`src/rtl/cpubus_mem_responder.sv`:
```
// Memory-side responder for the byte-serial CPU bus: gathers a 32-bit address and
// write word over four LSB-first edges, commits at the flag edge, then streams the word back.
module cpubus_mem_responder #(
    parameter int DEPTH = 16
) (
    input  logic       clk,
    input  logic       rst_n,
    input  logic       frame,
    input  logic [7:0] a_in,
    input  logic [7:0] d_in,
    output logic [7:0] d_out,
    output logic       d_oe,
    output logic       busy,
    output logic       err
);

    localparam int AW = (DEPTH > 1) ? $clog2(DEPTH) : 1;

    typedef enum logic [1:0] {
        IDLE,
        ADDR,
        FLAG,
        RDATA
    } state_t;

    state_t      state_q;
    logic [1:0]  idx_q;
    logic [31:0] addr_q;
    logic [31:0] wdat_q;
    logic [31:0] rdat_q;
    logic [7:0]  d_out_q;
    logic        d_oe_q;
    logic        busy_q;
    logic        err_q;

    logic [31:0] mem_q [DEPTH];

    logic          in_range;
    logic [AW-1:0] mem_idx;
    logic [31:0]   rd_word;
    logic          is_write;
    logic          wr_en;
    logic [31:0]   rdat_d;

    // Full-width compare so high address bytes can never alias onto a valid word.
    always_comb begin
        in_range = (addr_q < 32'(DEPTH));
        mem_idx  = addr_q[AW-1:0];
        rd_word  = in_range ? mem_q[mem_idx] : 32'h0;
        is_write = a_in[0];
        wr_en    = (state_q == FLAG) && !frame && is_write && in_range;
        if (!in_range) begin
            rdat_d = 32'h0;
        end else if (is_write) begin
            rdat_d = wdat_q;
        end else begin
            rdat_d = rd_word;
        end
    end

    generate
        for (genvar gi = 0; gi < DEPTH; gi++) begin : g_word
            always_ff @(posedge clk or negedge rst_n) begin
                if (!rst_n) begin
                    mem_q[gi] <= 32'h0;
                end else if (wr_en && (mem_idx == AW'(gi))) begin
                    mem_q[gi] <= wdat_q;
                end
            end
        end
    endgenerate

    // A frame strobe in any state starts a fresh capture; commits happen only in FLAG.
    always_ff @(posedge clk or negedge rst_n) begin
        if (!rst_n) begin
            state_q <= IDLE;
            idx_q   <= 2'd0;
            addr_q  <= 32'h0;
            wdat_q  <= 32'h0;
            rdat_q  <= 32'h0;
            d_out_q <= 8'h0;
            d_oe_q  <= 1'b0;
            busy_q  <= 1'b0;
            err_q   <= 1'b0;
        end else begin
            err_q <= 1'b0;
            if (frame) begin
                addr_q[7:0] <= a_in;
                wdat_q[7:0] <= d_in;
                state_q     <= ADDR;
                idx_q       <= 2'd1;
                busy_q      <= 1'b1;
                d_oe_q      <= 1'b0;
                d_out_q     <= 8'h0;
            end else begin
                case (state_q)
                    IDLE: begin
                        idx_q <= 2'd0;
                    end
                    ADDR: begin
                        addr_q[{idx_q, 3'b000} +: 8] <= a_in;
                        wdat_q[{idx_q, 3'b000} +: 8] <= d_in;
                        idx_q <= idx_q + 2'd1;
                        if (idx_q == 2'd3) begin
                            state_q <= FLAG;
                        end
                    end
                    FLAG: begin
                        rdat_q  <= rdat_d;
                        d_out_q <= rdat_d[7:0];
                        d_oe_q  <= 1'b1;
                        err_q   <= !in_range;
                        idx_q   <= 2'd1;
                        state_q <= RDATA;
                    end
                    RDATA: begin
                        // idx wraps to 0 after the top byte; that edge closes the frame.
                        if (idx_q == 2'd0) begin
                            d_out_q <= 8'h0;
                            d_oe_q  <= 1'b0;
                            busy_q  <= 1'b0;
                            state_q <= IDLE;
                        end else begin
                            d_out_q <= rdat_q[{idx_q, 3'b000} +: 8];
                            idx_q   <= idx_q + 2'd1;
                        end
                    end
                    default: begin
                        state_q <= IDLE;
                        idx_q   <= 2'd0;
                    end
                endcase
            end
        end
    end

    assign d_out = d_out_q;
    assign d_oe  = d_oe_q;
    assign busy  = busy_q;
    assign err   = err_q;

endmodule

```
`config.mk`:
```
export PLATFORM = sky130hd
export DESIGN_NAME = cpubus_mem_responder
export DESIGN_NICKNAME = d
export VERILOG_FILES = /design/src/rtl/cpubus_mem_responder.sv
export SDC_FILE = /design/constraint.sdc
export NUM_CORES = 1
export LEC_CHECK = 0
export CAP_MARGIN = 20
export CORE_MARGIN = 10
export CORE_UTILIZATION = 57
export CTS_BUF_LIST = sky130_fd_sc_hd__clkbuf_4 sky130_fd_sc_hd__clkbuf_8 sky130_fd_sc_hd__clkbuf_16
export DETAILED_ROUTE_END_ITERATION = 7
export PLACE_DENSITY = 0.78
export SETUP_SLACK_MARGIN = 0.05
export SLEW_MARGIN = 20
export SYNTH_ARGS = -nofsm -noshare
export SYNTH_HDL_FRONTEND = slang
export SYNTH_SLANG_ARGS = --single-unit
```
`constraint.sdc`:
```
create_clock -name clk -period 2.4 [get_ports clk]
set_input_delay 0.48 -clock clk [delete_from_list [all_inputs] [get_ports clk]]
set_output_delay 0.48 -clock clk [all_outputs]
set_load 0.02 [all_outputs]
```
==> run_results.csv <==
group,metric,value,unit
detailed_routing,firstDrtPassIters,5,
finish,postLayoutCoreUtil,0.702,
placement,pre_cts_ws,-0.497,ns
setup_path,endpoint,"mem_q[29]",
clock_network,clock_latency,0.61,ns
finish,nets,2014,
global_route,grtUsageMet1,0.351,
outcome,violations,"negative setup slack",
logic_synthesis,synth-edff-count,0,
logic_synthesis,avgSynthCellArea,15.0,µm²
logic_synthesis,synth_nets,1870,
clock_network,htreeDepth,3,
clock_network,cts_root_buffer,"clkbuf_16",
logic_synthesis,yosys.area.top_type_share,0.563,
setup_path,critical_path_class,"flop to flop",
sta,rsz0062_at_grt,"yes",
setup_path,start_kind,"flop",
sta,fin_crit_sh,1.04,
setup_path,cp_max_fo,18,
finish,drive_above_1_share,0.491,
logic_synthesis,yosysSeqAreaShare,0.563,
logic_synthesis,async_flop_share,1.00,
setup_path,rr_endpoint,"mem_q[29]",
finish,synthToLayoutAreaGrowth,21.4,%
outcome,status,"complete, but fails checks",
detailed_routing,vias,17900,
logic_synthesis,syn_area,27700,µm²
floorplanning,initial_core_util,0.578,
clock_network,cts_buffers,66,
placement,dp_cells,2480,
detailed_routing,routed_wl,78.9,mm
finish,seqCellArea,15600,µm²
finish,multi_input_area,12100,µm²
floorplanning,fp.dieW,240,µm
clock_network,cts_tree,"done",
setup_path,worstSetupEndpointType,"flop",
finish,n_antenna_cell,0,
global_route,grt-busiest-layer,"met2",
setup_path,worstPathRequired,2.87,ns
global_route,overflow,0,
global_route,grt_pass1_vias,18600,
clock_network,cts_max_path_buffers,3,
finish,final_cells,2651,
floorplanning,rows,80,
setup_path,critical_path.startpoint,"addr_q[30]",
finish,fillCellCount,2887,
pwr,finalPower,27700,µW
setup_path,rrSetupSlack,-0.10,ns
sta,finalCriticalPeriod,2.50,ns
job,cap_violations,0,
global_route,grt_max_degree,89,
sta,hold_viol_final,0,
sta,relSlewSlack,0.434,
worst_hold_path,hp-class,"input port to asynchronous set/reset pin",
global_route,gr-usage-met2,0.411,
sta,tightestPinTransition,0.849,ns
detailed_routing,via_per_inst,6.77,
floorplanning,dieArea,57800,µm²
pwr,max-vdd-ir-drop,0.624,mV
logic_synthesis,synth_most_common_cell,"dfrtp_1",
detailed_routing,drtAntennaViolNets,0,
logic_synthesis,ys.flop_type,"dfrtp_1",
logic_synthesis,synth_cell_types,44,
logic_synthesis,synth_area_leader_cell,"dfrtp_1",
floorplanning,core_area,47800,µm²
logic_synthesis,synthTopCellsByArea,"dfrtp_1 56%, mux2_2 20%, mux4_2 9.8%, mux2_1 2.5%, a22o_1 2.0%",
logic_synthesis,yosys_warnings,0,
global_route,antenna_found_initial,0,
placement,port_buffers,29,
setup_path,rr_startpoint,"addr_q[30]",
floorplanning,die_h,240,µm
setup_path,rr_worst_depth,8,
global_route,gr-usage-all-layers,0.262,
sta,setup_ws,-0.102,ns
sta,setup_viol,205,
clock_network,cts.sinks,623,
placement,gpl.final_weighted_congestion,0.897,
detailed_routing,wire_per_inst,29.7,µm
pwr,power_per_cell_area,824,nW/µm²
sta,fmax,0.400,GHz
placement,hpwl,45.1,mm
sta,slew_violations,0,
logic_synthesis,synth_top_cells_by_count,"623 x dfrtp_1, 483 x mux2_2, 120 x mux4_2, 84 x clkbuf_1, 64 x a22o_1",
logic_synthesis,synth-seq-cells,623,
clock_network,clk_pin_slew_worst_paths,0.06,ns
setup_path,cp.arrival,2.97,ns
global_route,use_met3,0.0601,
floorplanning,io_pins,30,
detailed_routing,drcViolationCount,0,
logic_synthesis,synth_cells,1843,
detailed_routing,drtIter0Drc,1863,
sta,skew,0.0226,ns
pwr,p_leak,0.0160,µW
global_route,grt_pass1_wl,115,mm
what timing repair did:
item                                    CTS  global route
endpoints found under the hold margin    36             0
resized for setup                        64           134
hold buffers                              1             0
cloned                                    4            13
pin swaps                                10             9
endpoints found under the setup margin  510           543
buffers inserted                         18            21
report_power, final:
group	total, µW	internal [µW]	leakage, µW	switching (µW)
Combinational	4820	2170	0.00623	2650
Sequential	12400	11100	0.00864	1350
Clock	10500	6200	0.00112	4260
Total	27700	19400	0.0160	8270
cells by family (layout without fill, tap and decap cells):
| group | after synthesis | in the layout | share of synthesized area |
|---|---|---|---|
| multiplexers | 666 | 666 | 0.320 |
| adder cells (fa/ha/maj) | 8 | 8 | 0.00362 |
| flip-flops | 623 | 623 | 0.563 |
| AND/OR/NAND/NOR | 126 | 126 | 0.0248 |
| buffers and inverters | 165 | 358 | 0.0255 |
| AO/OA/AOI/OAI | 255 | 255 | 0.0629 |
through the flow:
| stage | hold WS, ns | TNS, ns | cell area (µm²) |
|---|---|---|---|
| global route | 0.447 | -14.31 | 33600 |
| detailed placement | 0.468 | -170.03 | 29800 |
| floorplan | 0.184 | -1.41 | 27700 |
| finish | 0.440 | -5.41 | 33600 |
| CTS | 0.435 | 0 | 32600 |
| global placement | 0.455 | -156.37 | 29800 |
per-layer routing:
metal / part of all wire / vias to the layer above / routed length (µm)
met4: 0.043 / 0 / 3390
met2: 0.48 / 870 / 37500
met5: 0 / - / 0
met3: 0.083 / 224 / 6530
li1: - / 7204 / -
met1: 0.40 / 9650 / 31400
critical path: stages (launching register included):
cell and delay, ns:
dfrtp_1 0.41, nor4_2 0.28, nand4_1 0.22, nand4b_4 0.26
buf_12 0.20, nor3_4 0.28, buf_4 0.19, buf_8 0.16
mux2_2 0.35
worst min path at each step:
stage,to,cells past startpoint
final,mem_q[292],2
after global routing,mem_q[260],2
after CTS,mem_q[198],2
after detailed placement,mem_q[133],1
after global placement,rdat_q[20],2
after floorplan,addr_q[0],0
layout make-up:
class / instances / share of cell area
Timing Repair Buffer: 234 / 0.0857
Clock inverter: 20 / 0.00734
Multi-Input combinational cell: 1055 / 0.360
Sequential cell: 623 / 0.464
Clock buffer: 97 / 0.0590
Tap cell: 615 / 0.0229
Inverter: 7 / 0.000782
cell usage in the layout (no fill, tap or decap), types with 22 or more instances in the layout:
cell type / synthesis / final
dfrtp_1: 623 / 621
mux2_2: 483 / 390
mux2_1: 61 / 47
mux2_4: 0 / 107
a21oi_1: 60 / 53
a22oi_1: 48 / 44
nand2_1: 50 / 48
buf_6: 0 / 24
clkdlybuf4s50_1: 0 / 27
mux4_2: 120 / 120
buf_4: 3 / 111
clkbuf_16: 0 / 79
o22ai_1: 24 / 22
a22o_1: 64 / 64
buf_12: 0 / 46
o21ai_0: 35 / 35
sequential cells by signal, summed over array words and instances (netlist names):
name and count:
d_oe 1, idx_q 2, addr_q 32, state_q 2, d_out 8, rdat_q 32, mem_q 512, busy 1
err 1, wdat_q 32
Note: power is estimated with default switching activity, not from simulation.
